## config.mk

```make
export PLATFORM = sky130hd
export DESIGN_NAME = alarm_ctrl
export DESIGN_NICKNAME = d
export VERILOG_FILES = /design/src/rtl/alarm_ctrl.sv
export SDC_FILE = /design/constraint.sdc
export NUM_CORES = 1
export LEC_CHECK = 0
export BUFFER_PORTS_ARGS = -buffer_cell sky130_fd_sc_hd__buf_2
export CAP_MARGIN = 10
export CORE_ASPECT_RATIO = 0.8
export CORE_MARGIN = 4
export CORE_UTILIZATION = 31
export DETAILED_ROUTE_END_ITERATION = 10
export PLACE_DENSITY_LB_ADDON = 0.25
export SLEW_MARGIN = 0
export SYNTH_ARGS = -nofsm -noshare
export SYNTH_HDL_FRONTEND = slang
export SYNTH_SLANG_ARGS = --single-unit
```

## constraint.sdc

```tcl
create_clock -name clk -period 2.4 [get_ports clk]
set_clock_uncertainty 0.05 [all_clocks]
set_input_delay 0 -clock clk [delete_from_list [all_inputs] [get_ports clk]]
set_output_delay 0 -clock clk [all_outputs]
set_load 0.005 [all_outputs]
```

## src/rtl/alarm_ctrl.sv

```systemverilog
// Alarm clock controller: stores a BCD alarm time, compares it against the
// real-time clock on each new second, and handles ring, snooze, stop and timeout.
module alarm_ctrl #(
    parameter int unsigned SNOOZE_MIN = 5,   // snooze interval in minutes (1..9)
    parameter int unsigned RING_SEC   = 60,  // ring timeout in new-second events (1..255)
    parameter int unsigned MAX_SNOOZE = 3    // snoozes allowed per alarm event (1..7)
) (
    input  logic        clk,
    input  logic        reset,
    input  logic [21:0] r_clock,
    input  logic        set_valid,
    input  logic [21:0] set_time,
    output logic        set_ready,
    input  logic        arm_en,
    input  logic        snooze,
    input  logic        stop,
    output logic        alarm_on,
    output logic [21:0] alarm_time,
    output logic [2:0]  snooze_cnt,
    output logic        set_err,
    output logic        missed
);

    localparam logic [3:0] SnoozeMinBcd = 4'(SNOOZE_MIN);
    localparam logic [7:0] RingSecW     = 8'(RING_SEC);
    localparam logic [2:0] MaxSnoozeW   = 3'(MAX_SNOOZE);

    typedef enum logic [1:0] {
        StIdle,
        StArmed,
        StRinging,
        StSnoozed
    } state_e;

    state_e      state_q, state_d;
    logic        alarm_on_q, alarm_on_d;
    logic [21:0] alarm_time_q, alarm_time_d;
    logic [21:0] snooze_tgt_q, snooze_tgt_d;
    logic [2:0]  snooze_cnt_q, snooze_cnt_d;
    logic [7:0]  ring_cnt_q, ring_cnt_d;
    logic        set_err_q, set_err_d;
    logic        missed_q, missed_d;
    logic [21:0] prev_clk_q;
    logic        first_q;
    logic        new_sec;

    // Every BCD digit in range, minutes/seconds tens <= 5, hours <= 23.
    function automatic logic bcd_valid(input logic [21:0] t);
        logic hours_ok;
        hours_ok = (t[21:20] <= 2'd1) || ((t[21:20] == 2'd2) && (t[19:16] <= 4'd3));
        return hours_ok && (t[19:16] <= 4'd9) && (t[15:12] <= 4'd5) && (t[11:8] <= 4'd9)
               && (t[7:4] <= 4'd5) && (t[3:0] <= 4'd9);
    endfunction

    // Adds SNOOZE_MIN minutes in BCD; seconds pass through, 23 wraps to 00.
    function automatic logic [21:0] add_snooze(input logic [21:0] t);
        logic [4:0] mu;
        logic [3:0] mt;
        logic [3:0] hu;
        logic [1:0] ht;
        logic       c_min;
        logic       c_hr;
        mu    = {1'b0, t[11:8]} + {1'b0, SnoozeMinBcd};
        c_min = (mu >= 5'd10);
        if (c_min) begin
            mu = mu - 5'd10;
        end
        mt   = t[15:12] + {3'b000, c_min};
        c_hr = (mt == 4'd6);
        if (c_hr) begin
            mt = 4'd0;
        end
        ht = t[21:20];
        hu = t[19:16];
        if (c_hr) begin
            if ((ht == 2'd2) && (hu == 4'd3)) begin
                ht = 2'd0;
                hu = 4'd0;
            end else if (hu == 4'd9) begin
                hu = 4'd0;
                ht = ht + 2'd1;
            end else begin
                hu = hu + 4'd1;
            end
        end
        return {ht, hu, mt, mu[3:0], t[7:0]};
    endfunction

    // A second boundary is any change of r_clock, except the first sample after reset.
    assign new_sec   = !first_q && (r_clock != prev_clk_q);
    assign set_ready = (state_q == StIdle) || (state_q == StArmed);

    // Next-state and registered-output logic; arm_en low overrides the FSM.
    always_comb begin
        state_d      = state_q;
        alarm_on_d   = alarm_on_q;
        alarm_time_d = alarm_time_q;
        snooze_tgt_d = snooze_tgt_q;
        snooze_cnt_d = snooze_cnt_q;
        ring_cnt_d   = ring_cnt_q;
        set_err_d    = 1'b0;
        missed_d     = 1'b0;

        if (set_valid && set_ready) begin
            if (bcd_valid(set_time)) begin
                alarm_time_d = set_time;
                snooze_cnt_d = 3'd0;
            end else begin
                set_err_d = 1'b1;
            end
        end

        if (!arm_en) begin
            state_d      = StIdle;
            alarm_on_d   = 1'b0;
            snooze_cnt_d = 3'd0;
        end else begin
            unique case (state_q)
                StIdle: begin
                    state_d = StArmed;
                end
                StArmed: begin
                    if (new_sec && (r_clock == alarm_time_q)) begin
                        state_d    = StRinging;
                        alarm_on_d = 1'b1;
                        ring_cnt_d = 8'd0;
                    end
                end
                StRinging: begin
                    // A snooze with the budget used up behaves exactly like stop.
                    if (stop || (snooze && (snooze_cnt_q >= MaxSnoozeW))) begin
                        state_d      = StArmed;
                        alarm_on_d   = 1'b0;
                        snooze_cnt_d = 3'd0;
                    end else if (snooze) begin
                        state_d      = StSnoozed;
                        alarm_on_d   = 1'b0;
                        snooze_cnt_d = snooze_cnt_q + 3'd1;
                        snooze_tgt_d = add_snooze(r_clock);
                    end else if (new_sec) begin
                        if (ring_cnt_q == (RingSecW - 8'd1)) begin
                            state_d      = StArmed;
                            alarm_on_d   = 1'b0;
                            snooze_cnt_d = 3'd0;
                            missed_d     = 1'b1;
                        end else begin
                            ring_cnt_d = ring_cnt_q + 8'd1;
                        end
                    end
                end
                StSnoozed: begin
                    if (stop) begin
                        state_d      = StArmed;
                        snooze_cnt_d = 3'd0;
                    end else if (new_sec && (r_clock == snooze_tgt_q)) begin
                        state_d    = StRinging;
                        alarm_on_d = 1'b1;
                        ring_cnt_d = 8'd0;
                    end
                end
                default: begin
                    state_d = StIdle;
                end
            endcase
        end
    end

    // State and output registers, cleared asynchronously by reset.
    always_ff @(posedge clk or posedge reset) begin
        if (reset) begin
            state_q      <= StIdle;
            alarm_on_q   <= 1'b0;
            alarm_time_q <= 22'h000000;
            snooze_tgt_q <= 22'h000000;
            snooze_cnt_q <= 3'd0;
            ring_cnt_q   <= 8'd0;
            set_err_q    <= 1'b0;
            missed_q     <= 1'b0;
            prev_clk_q   <= 22'h000000;
            first_q      <= 1'b1;
        end else begin
            state_q      <= state_d;
            alarm_on_q   <= alarm_on_d;
            alarm_time_q <= alarm_time_d;
            snooze_tgt_q <= snooze_tgt_d;
            snooze_cnt_q <= snooze_cnt_d;
            ring_cnt_q   <= ring_cnt_d;
            set_err_q    <= set_err_d;
            missed_q     <= missed_d;
            prev_clk_q   <= r_clock;
            first_q      <= 1'b0;
        end
    end

    assign alarm_on   = alarm_on_q;
    assign alarm_time = alarm_time_q;
    assign snooze_cnt = snooze_cnt_q;
    assign set_err    = set_err_q;
    assign missed     = missed_q;

endmodule

```

-- Word-level counts from Yosys, hierarchy flattened
Cells that the tools add are included.
- add/subtract/negate cells: 7
- magnitude comparators: 9
- equality and inequality tests: 26
- muxes and demuxes: 51
- bitwise operators: 1
- reductions and logical operators: 23
- operator list (operator ; number):
    $mux 8 ; 7
    $eq 22x22->1 ; 2
    $mux 3 ; 8
    $pmux 8 s3 ; 1
    $mux 2 ; 11
    $ne 22x22->1 ; 1
    $mux 4 ; 5
    $mux 1 ; 16
    $le 4x4->1 const B ; 3
    $logic_and 1x1->1 ; 12
    $ne 2x2->1 const B ; 6
    $ne 5x5->1 const B ; 2
    $reduce_and 9->1 ; 1
    $add 8x1->8 const B ; 1
    $eq 2x2->1 const B ; 4
    $eq 8x6->1 const B ; 1
    $le 4x3->1 const B ; 2
    $pmux 2 s4 ; 1
    $reduce_and 4->1 ; 2
    $ne 3x3->1 const B ; 2
    $pmux 3 s2 ; 1
    $reduce_and 6->1 ; 1
    $add 4x3->5 const B ; 1
    $ge 5x4->1 const B ; 1
    23 further kinds ; 25
- flip-flop bits (word level): 83
- input port bits: 50
- output and inout port bits: 29
- word-level logic and storage cells: 127

-- Longest topological paths before layout
Gate-level depths: netlist of the first run.
- depth after elaboration: 16
- gate-level depth with buffers: 16
- gate-level depth less buffers: 15

-- Least setup slack after synthesis of the first run
OpenSTA, ideal clock, no wires.
- kind: input-to-reg
- from: input port r_clock[9]
- to: register snooze_tgt_q[21]
- library setup time: 0.137 ns
- arrival: 2.965 ns
- required time: 2.213 ns
- path slack: -0.752 ns
- stages: 15
- path buffers: 1
- cell sequence: clkbuf_1 inv_1 ha_1 ha_1 a31oi_1 o21ai_0 a21oi_1 ha_1 ha_1 a32oi_1 nor3b_1 nand2_1 or3_1 mux2i_1 o21ai_0
- word-level cells in the longest chain between the ends: 5
- ends and longest elaborated chain (item ; line ; text):
    start, declared ; 10 ; input logic [21:0] r_clock,
    $add 4x3->5 ; 63 ; mu = {1'b0, t[11:8]} + {1'b0, SnoozeMinBcd};
    $ge 5x4->1 ; 64 ; c_min = (mu >= 5'd10);
    $add 4x1->4 ; 68 ; mt = t[15:12] + {3'b000, c_min};
    $eq 4x3->1 ; 69 ; c_hr = (mt == 4'd6);
    $mux 2 ; 75 ; if (c_hr) begin
    end signal, assigned ; 185 ; snooze_tgt_q <= snooze_tgt_d;
    end, declared ; 38 ; logic [21:0] snooze_tgt_q, snooze_tgt_d;
No other way between the ends.
A chain may end at the register's enable or synchronous reset.

-- Worst setup path after layout of the first run
- from: register alarm_time_q[9] (netlist: alarm_time[9])
- to: register ring_cnt_q[2]
- word-level cells in the longest chain between the ends: 4
- ends and longest elaborated chain (item ; line ; text):
    start, declared ; 37 ; logic [21:0] alarm_time_q, alarm_time_d;
    start signal, assigned ; 184 ; alarm_time_q <= alarm_time_d;
    $eq 22x22->1 ; 123 ; if (new_sec && (r_clock == alarm_time_q)) begin
    $logic_and 1x1->1 ; 123 ;
    $ne 2x1->1 (no line) ; -- ;
    $reduce_and 9->1 (no line) ; -- ;
    end signal, assigned ; 187 ; ring_cnt_q <= ring_cnt_d;
    end, declared ; 40 ; logic [7:0] ring_cnt_q, ring_cnt_d;
No other way between the ends.

==> flow_summary.toml, run 1 <==
[status]
status = "finished, violations left"
failed_checks = "setup timing"

[pwr]
total_power_mw = 4.40
power.density_nw_per_um2 = 694
vdd_ir_drop_max_mv = 0.383
power.leakage_nw = 3.02

[flow_run]
maxCapViolCount = 0

[layout]
multi_input_comb_area_um2 = 2310
final_cell_mix = "dfrtp_1 (82), buf_2 (74), buf_4 (65), nand2_1 (54), xor2_1 (52)"
final_common_cell = "dfrtp_1"
register_area_um2 = 2080
fillers = 1241
drive_gt1_share_pct = 34.7
diodes = 0
utilization_pct = 46.4
nets = 662
area.growth.synth_to_final_pct = 45.5

[clock_network]
htree_levels = 3
path_clk_slew_ns = 0.06
numCtsBuffers = 9
cts_tree = "built"
cts_buffer_depth = 2
clk_latency_ns = 0.34
clock-sinks = 83
cts_root_buf = "clkbuf_16"

[drt]
initialDrtViolationCount = 144
ant_nets = 0
dr.pass1.iters = 4
drc = 0
finalWirelength_mm = 12.1
vias = 3718
wl_per_cell_um = 15.4
via_per_inst = 4.72

[timing]
max_freq_mhz = 402
fin_crit_ns = 2.49
fin_crit_sh_pct = 104
setup_viol_count_final = 9
hold_violations = 0
slew_viol_final = 0
grt_setup_unrepaired = "yes"
worst_slack_ns = -0.0871
relSlewSlack_pct = 63.8
max_slew.worst_pin.slew_ns = 0.542

[place]
place_congestion = 0.785
hpwlAfterDp_mm = 9.09
io_buffer_count = 78

[die]
die_h_um = 114
io_pins = 79
initial_core_util_pct = 31.9
row_count = 38
coreArea_um2 = 13600
die_x_um = 141
die-area_um2 = 16000

[synthesis]
syn_area_um2 = 4360
synth.yosys.seq_area_share_pct = 47.7
synth-edff-count = 0
yosys_warnings = 0
synth_cell_types = 50
ys_seq_elements = 83
syn_avg_cell_area_um2 = 10.3
synth_fp_nets = 483
syn_inst = 424
ys_async_sr_fraction_pct = 100
ys.flop_type = "dfrtp_1"

[setup_path]
cp_slowest_stage_delay_ns = 0.39
critPathArrivalTime_ns = 2.66
crit_fanout = 4
crit_top_cell = "buf_4"
cp_num_buf_inv = 3
cp-end-kind = "flop"
worstPathCellList = "xor2_1 > nor4_2 > buf_4 > nand4_1 > or3_4 > buf_6 > a311oi_4 > buf_4 > o21ai_1 > o2bb2ai_1"
criticalPathCategory = "reg -> reg"
cp_data_required_time_ns = 2.57
critPathSlowestCell = "dfrtp_1"
cp-start-kind = "flop"
critPathTopFamily = "simple AND/OR/NAND/NOR gates"

[global_routing]
antenna_found_initial = 0
grt_pass1_wl_mm = 20.3
grt_pass1_vias = 3944
overflow = 0
grt_use_total_pct = 15.9
grt_start_max_net_pins = 32

[worst_hold_path]
hp-class = "in -> reg"
==> registers in the layout, indices dropped and copies added, names as in the netlist <==
register,count
state_q,2
alarm_time,22
snooze_cnt,3
set_err,1
ring_cnt_q,8
first_q,1
alarm_on,1
missed,1
snooze_tgt_q,22
prev_clk_q,22
==> area by class of cell <==
type	instances	share of cell area, %
flip-flops and latches	83	32.8
well taps	180	3.55
repair buffers	190	21.8
clock inverters	5	0.829
multi-input cells	308	36.5
inverters	11	0.711
clock buffers	11	3.83
==> per-layer routing <==
metal / vias to the layer above / GRT usage, % / wire [um]
li1: 1825 / - / -
met1: 1789 / 21.8 / 5730
met2: 89 / 25.7 / 5620
met3: 15 / 2.72 / 558
met4: 0 / 5.42 / 225
met5: - / 0 / 0
==> report_power, final <==
group / switching (mW) / total, mW / internal (mW)
clock: 0.546 / 1.38 / 0.829
sequential: 0.208 / 1.88 / 1.68
combinational: 0.527 / 1.14 / 0.611
total: 1.28 / 4.40 / 3.12
==> metrics by stage <==
stage	setup WS, ns	setup TNS [ns]	area, um2	hold slack (ns)	std cells
floorplan	-0.200	-0.468	4460	-0.0186	424
global route	-0.259	-2.48	6340	0.0108	788
detailed placement	-0.429	-3.99	5420	0.0167	722
finish	-0.0871	-0.419	6340	0.0138	788
global placement	-0.266	-2.44	5420	0.0198	722
CTS	-0.129	-0.833	6240	0.0139	786
==> Yosys cell counts (all sizes together) (2+ instances only) <==
| cell | n | area (um2) |
|---|---|---|
| dfrtp | 82 | 2050 |
| nor4b | 2 | 17.5 |
| mux2i | 3 | 30.0 |
| and3 | 5 | 31.3 |
| a31oi | 2 | 12.5 |
| nand4 | 5 | 31.3 |
| nand3 | 17 | 85.1 |
| xnor2 | 20 | 175 |
| nand3b | 2 | 15.0 |
| o31ai | 6 | 45.0 |
| mux2 | 21 | 236 |
| nand2 | 55 | 206 |
| nand2b | 5 | 31.3 |
| nor2b | 5 | 31.3 |
| nor3b | 4 | 30.0 |
| a21oi | 8 | 40.0 |
| nor4 | 13 | 81.3 |
| or3 | 2 | 17.5 |
| xor2 | 53 | 464 |
| inv | 11 | 41.3 |
| o31a | 2 | 17.5 |
| ha | 9 | 113 |
| a21o | 2 | 15.0 |
| or4b | 2 | 20.0 |
| o21ai | 31 | 155 |
| clkbuf | 15 | 56.3 |
| and2 | 4 | 25.0 |
| nor2 | 10 | 37.5 |
| a22o | 3 | 26.3 |
| o211ai | 2 | 15.0 |
| buf | 7 | 46.3 |
==> logic make-up after synthesis <==
group / after synthesis / share of synthesized area [%]
muxes: 24 / 6.12
adders and majority gates: 9 / 2.59
and+or+nand+nor: 134 / 15.7
other: 1 / 0.0861
xor gates and xnor gates: 73 / 14.7
AOI/OAI and AO/OA: 67 / 9.82
DFF: 83 / 47.7
buffers and inverters: 33 / 3.30
==> final timing paths <==
check                                    from             end  slack [ns]  depth (start not counted)
worst max-delay path            alarm_time[9]   ring_cnt_q[2]       -0.09                         10
worst min-delay path              r_clock[10]  prev_clk_q[10]        0.01                          2
worst max register to register  alarm_time[9]   ring_cnt_q[2]       -0.09                         10
worst min register to register  ring_cnt_q[7]   ring_cnt_q[7]        0.44                          1
max in group asynchronous               reset         first_q        1.37                          4
min in group asynchronous               reset  prev_clk_q[16]        0.20                          3
==> timing repair <==
action | in CTS | in global routing
hold buffers | 45 | 1
gates cloned | 0 | 0
endpoints found under the setup margin | 14 | 17
gates resized for setup | 18 | 19
pin swaps | 12 | 8
endpoints found under the hold margin | 80 | 1
setup buffers | 3 | 3
Power figures use the tool's default switching activity.
==> inputs of run 2 (changes only) <==
- ABC_AREA: unset -> 1
==> run 2 against run 1 <==
  * The flow now finishes without violations
  * Sequential share of layout area is 0.73 points lower
  * Non-clock buffer count fell by 35
  * Cell area increased by 2.3%
  * Hold slack improved by 0.023 ns
  * Wire length is 4.4% higher
  * Synthesized cell count up 52%
  * First-iteration DRC count up 55%
  * Highest routed layer unchanged
  * Total power increased by 13%
  * Register-to-register slack better by 0.23 ns
==> flow_summary.toml, run 2 <==
[setup_path]
cp_data_required_time_ns = 2.56
cp-end-kind = "flop"
worstPathCellList = "ha_1 > ha_1 > nor2_1 > nand2_1 > a21oi_1 > inv_1 > nor2_4 > inv_2 > nor2_4 > inv_4 > a21oi_1 > a22oi_1"
criticalPathCategory = "reg -> reg"
cp_slowest_stage_delay_ns = 0.38
r2r_slack_ns = 0.14
rr_startpoint = "snooze_cnt[0]"
critPathSlowestCell = "dfrtp_1"
cp-start-kind = "flop"
r2r_cells = 12
reg2reg_to = "snooze_tgt_q[11]"
critPathArrivalTime_ns = 2.42
crit_fanout = 15

[pwr]
internal_power_mw = 3.32
switching_share_pct = 33.3
power_switching_mw = 1.66
pwr-share-clk_pct = 30.8
power_frac_seq_pct = 39.3
total_power_mw = 4.99
pwr-share-comb_pct = 29.9
power.density_nw_per_um2 = 769
power.leakage_nw = 3.47
vdd_ir_drop_max_mv = 0.316

[clock_network]
cts_tree = "built"
cts_root_buf = "clkbuf_16"
numCtsBuffers = 9
path_clk_slew_ns = 0.06
postCtsSetupBuffers = 0
cts_buffer_depth = 2
clock-sinks = 83
clk_latency_ns = 0.34
htree_levels = 3

[die]
die_x_um = 148
die_h_um = 120
initial_core_util_pct = 31.8
row_count = 40
coreArea_um2 = 15200
die-area_um2 = 17600
io_pins = 79

[synthesis]
syn_avg_cell_area_um2 = 7.47
synth.yosys.seq_area_share_pct = 43.0
synthTopCellsByArea = "dfrtp_1 (42%), nand2_1 (17%), inv_1 (6.8%)"
yosys_warnings = 0
synth-edff-count = 0
yosys.area.top_type_share_pct = 42.5
syn_inst = 646
ys_seq_elements = 83
synth_fp_nets = 705
synth_cell_types = 38
synth.most_common_cell = "nand2_1"
ys_top_cells_by_count = "nand2_1 (219), inv_1 (87), dfrtp_1 (82), nor2_1 (59), o21ai_0 (33)"
ys.flop_type = "dfrtp_1"
yosysTopAreaCell = "dfrtp_1"
syn_area_um2 = 4830
ys_async_sr_fraction_pct = 100

[drt]
ant_nets = 0
via_per_inst = 4.26
vias = 4330
initialDrtViolationCount = 223
dr.pass1.iters = 4
finalWirelength_mm = 12.7
drc = 0
wl_per_cell_um = 12.5

[layout]
drive_gt1_share_pct = 21.5
fin_cells = 1016
final_cell_mix = "nand2_1 (219), inv_1 (85), dfrtp_1 (82), buf_2 (77), nor2_1 (56)"
nets = 860
fillers = 1551
diodes = 0
final_common_cell = "nand2_1"
area.growth.synth_to_final_pct = 34.3

[timing]
setup_viol_count_final = 0
slew_viol_final = 0
fin_crit_sh_pct = 94.2
fin_crit_ns = 2.26
max_slew.worst_pin.slew_ns = 0.576
grt_setup_unrepaired = "no"
relSlewSlack_pct = 61.6
max_freq_mhz = 443
hold_violations = 0

[place]
io_buffer_count = 78
place_congestion = 0.821
dp_cells = 953
hpwlAfterDp_mm = 9.20

[global_routing]
antenna_found_initial = 0
grt_use_total_pct = 15.0
grt_pass1_vias = 4204
grt_pass1_wl_mm = 21.3
overflow = 0
grt_start_max_net_pins = 44

[flow_run]
maxCapViolCount = 0

[status]
status = "finished clean"

[worst_hold_path]
hp-class = "in -> reg"
hold_start = "set_time[15]"
holdPathStages = 4
hold_end = "set_err"
[run 2: cell types whose count changed in the layout (fill, tap and decap cells not counted), moves of 17 or more]
cell	previous run	this run
nand2_1	54	219
inv_1	9	85
nor2_1	9	56
buf_4	65	28
xor2_1	52	31
xnor2_1	19	2
[run 2: area by class of cell]
cell class / count / area [um2] / share of cell area [%]
well taps: 210 / 263 / 4.05
clock inverters: 5 / 85.1 / 1.31
flip-flops and latches: 83 / 2080 / 32.1
repair buffers: 155 / 1120 / 17.3
multi-input cells: 455 / 2320 / 35.9
inverters: 97 / 370 / 5.71
clock buffers: 11 / 243 / 3.74
[run 2: power by group through the flow]
stage                     clock network [mW]  logic (mW)  registers [mW]
after floorplan                            0       0.970            1.96
after global placement                     0        1.42            1.98
after detailed placement                   0        1.43            1.98
after CTS                               1.56        1.50            1.96
after global routing                    1.63        1.73            2.01
final                                   1.54        1.49            1.96
[run 2: worst max path at each step]
stage / startpoint / end / cells after the start
after global routing: snooze_cnt[0] / snooze_tgt_q[11] / 12
after detailed placement: r_clock[8] / snooze_tgt_q[19] / 19
after floorplan: r_clock[8] / snooze_tgt_q[20] / 15
final: snooze_cnt[0] / snooze_tgt_q[11] / 12
after CTS: r_clock[11] / snooze_tgt_q[19] / 17
after global placement: r_clock[8] / snooze_tgt_q[19] / 19
[run 2: cell families after synthesis]
kind of cell               synth area share, %
other                                   0.0777
DFF                                       43.0
xor gates and xnor gates                  6.17
buffers and inverters                     9.33
muxes                                     1.63
and+or+nand+nor                           28.0
adders and majority gates                 2.33
AOI/OAI and AO/OA                         9.38
[run 2: worst max-delay path, delay by kind of cell, from the launching register on]
kind | cells | cell delay (ns)
simple gates | 4 | 0.39
fa+ha+maj | 2 | 0.40
buf+inv | 3 | 0.32
flops | 1 | 0.38
compound gates | 3 | 0.57
[run 2: through the flow]
step	utilization (%)	setup TNS, ns	area, um2	worst slack [ns]	hold slack [ns]
after detailed placement	37.3	-0.780	5650	-0.184	0.133
final	42.7	0	6480	0.140	0.0363
after floorplan	-	0	4830	0.0300	-0.0186
after CTS	42.6	0	6460	0.0273	0.0335
after global placement	37.3	-0.448	5650	-0.120	0.130
after global routing	42.7	0	6480	0.00781	0.0529
[run 2: repair_timing]
action | CTS | global route
setup endpoints to repair | 0 | 6
hold buffers | 48 | 0
resized for setup | 0 | 8
hold endpoints to repair | 138 | 0
[run 2: metal layers]
metal  vias to the layer above  wire length (um)  GRT usage (%)
li1                       2312                 -              -
met1                      1934              6720           22.3
met2                        78              5350           22.7
met3                         6               513           3.06
met4                         0                80           2.79
met5                         -                 0              0
==> inputs of run 3 (changes only) <==
- CORE_UTILIZATION: 31 -> 40
==> run 3 against run 2 <==
  * Sequential power barely moved
  * Setup slack better by 0.026 ns
  * Sequential share of layout area increased by 0.39 points
  * Die area down 21%
  * Largest cell class unchanged
==> flow_summary.toml, run 3 (synthesis gave the netlist of run 2 again) <==
[layout]
drive_gt1_share_pct = 21.0
final_cell_mix = "nand2_1 (219), inv_1 (85), dfrtp_1 (82), buf_2 (78), nor2_1 (57)"
diodes = 0
fin_cells = 949
fillers = 1090
area.growth.synth_to_final_pct = 32.6
nets = 855
final_common_cell = "nand2_1"
post-route-cell-area_um2 = 6400

[place]
hpwlAfterDp_mm = 8.63
place_congestion = 0.855
dp_cells = 884
io_buffer_count = 78
postPlaceCellArea_um2 = 5510

[global_routing]
grt_use_total_pct = 18.4
grt_pass1_wl_mm = 20.3
overflow = 0
antenna_found_initial = 0
grt_start_max_net_pins = 84
grt_pass1_vias = 4272

[setup_path]
critPathTopFamily = "adder cells"
critPathArrivalTime_ns = 2.41
cp_data_required_time_ns = 2.57
cp_slowest_stage_delay_ns = 0.24
critPathSlowestCell = "ha_1"
criticalPathCategory = "in -> reg"
crit_fanout = 5
cp-end-kind = "flop"
cp-start-kind = "input pin"
worstPathCellList = "buf_2 > ha_1 > xor2_2 > ha_2 > nand2_1 > nand2_1 > nand2_1 > ha_1 > ha_1 > xor2_1 > nand3b_1 > nor2_2 > inv_2 > nor2_1 > xor2_1 > o22ai_2"
cp_num_buf_inv = 2

[drt]
dr.pass1.iters = 5
finalWirelength_mm = 12.2
via_per_inst = 4.69
ant_nets = 0
wl_per_cell_um = 12.8
drc = 0
initialDrtViolationCount = 218
vias = 4452

[clock_network]
htree_levels = 3
cts_tree = "built"
postCtsSetupBuffers = 0
path_clk_slew_ns = 0.06
cts_root_buf = "clkbuf_16"
numCtsBuffers = 9
clk_latency_ns = 0.34
cts_buffer_depth = 2
clock-sinks = 83

[pwr]
power.density_nw_per_um2 = 808
power.leakage_nw = 3.45
vdd_ir_drop_max_mv = 0.638

[timing]
grt_setup_unrepaired = "yes"
slew_viol_final = 0
setup_viol_count_final = 0
finalSetupTns_ns = 0
hold_slack_ns = 0.195
hold_violations = 0
max_freq_mhz = 448
max_slew.worst_pin.slew_ns = 0.570
fin_crit_ns = 2.23
fin_crit_sh_pct = 93.1
relSlewSlack_pct = 61.6

[flow_run]
maxCapViolCount = 0

[status]
status = "finished clean"

[die]
initial_core_util_pct = 41.5
io_pins = 79
row_count = 35
coreArea_um2 = 11600
die_h_um = 106
die_x_um = 131
die-area_um2 = 13900

[worst_hold_path]
hp-class = "in -> reg"
-- run 3: changes by cell type in the layout (fill, tap and decap cells not counted), sizes merged --
cell	previous run	this run
dlygate4sd3	47	49
dlymetal6s4s	1	0
bufinv	2	4
buf	107	101
inv	97	96
clkbuf	11	10
-- run 3: area by class of cell --
class                      instances  area, um2  area share (%)
multi-input combinational        455       2320            36.3
clock buffer                      10        239            3.73
inverter                          97        370            5.78
sequential                        83       2080            32.5
clock inverter                     6        136            2.13
tap                              148        185            2.89
timing repair buffer             150       1070            16.7
-- run 3: layer usage --
| layer | GRT usage (%) | part of all wire (%) | vias to the layer above |
|---|---|---|---|
| met4 | 4.92 | 1.4 | 0 |
| met5 | 0 | 0 | - |
| met3 | 3.67 | 5.0 | 13 |
| met1 | 25.9 | 49 | 2028 |
| li1 | - | - | 2301 |
| met2 | 28.8 | 45 | 110 |
-- run 3: path summary, 6_finish.rpt --
kind | start | to | slack [ns] | depth (start not counted)
worst max-delay path | r_clock[8] | snooze_tgt_q[20] | 0.17 | 16
worst min-delay path | r_clock[11] | snooze_tgt_q[11] | 0.19 | 6
worst max register to register | state_q[1] | missed | 0.22 | 7
worst min register to register | alarm_on | alarm_on | 0.44 | 2
max in group asynchronous | reset | first_q | 1.68 | 4
min in group asynchronous | reset | prev_clk_q[5] | 0.25 | 4
-- run 3: where the power goes --
part,leakage [nW],switching [mW],internal (mW),total (mW)
logic,2.25,0.823,0.641,1.46
registers,1.02,0.258,1.72,1.98
clock network,0.179,0.578,1.15,1.73
-- run 3: what timing repair did --
| item | 4_1_cts | 5_1_grt |
|---|---|---|
| resized for setup | 0 | 8 |
| hold buffers | 49 | 0 |
| endpoints found under the setup margin | 0 | 11 |
| hold endpoints to repair | 138 | 0 |
-- run 3: worst register-to-register path, delay by kind of cell (launching register included) --
kind,cells,cell delay [ns]
buffers and inverters,4,0.94
AND/OR/NAND/NOR,3,0.60
flip-flops,1,0.51
-- run 3: through the flow --
step | utilization, % | total power [mW] | worst slack [ns]
floorplan | - | 2.93 | 0.0300
global placement | 47.3 | 3.34 | -0.109
detailed placement | 47.3 | 3.39 | -0.243
CTS | 54.7 | 5.21 | 0.0876
global route | 55.0 | 5.53 | -0.0136
finish | 55.0 | 5.17 | 0.166
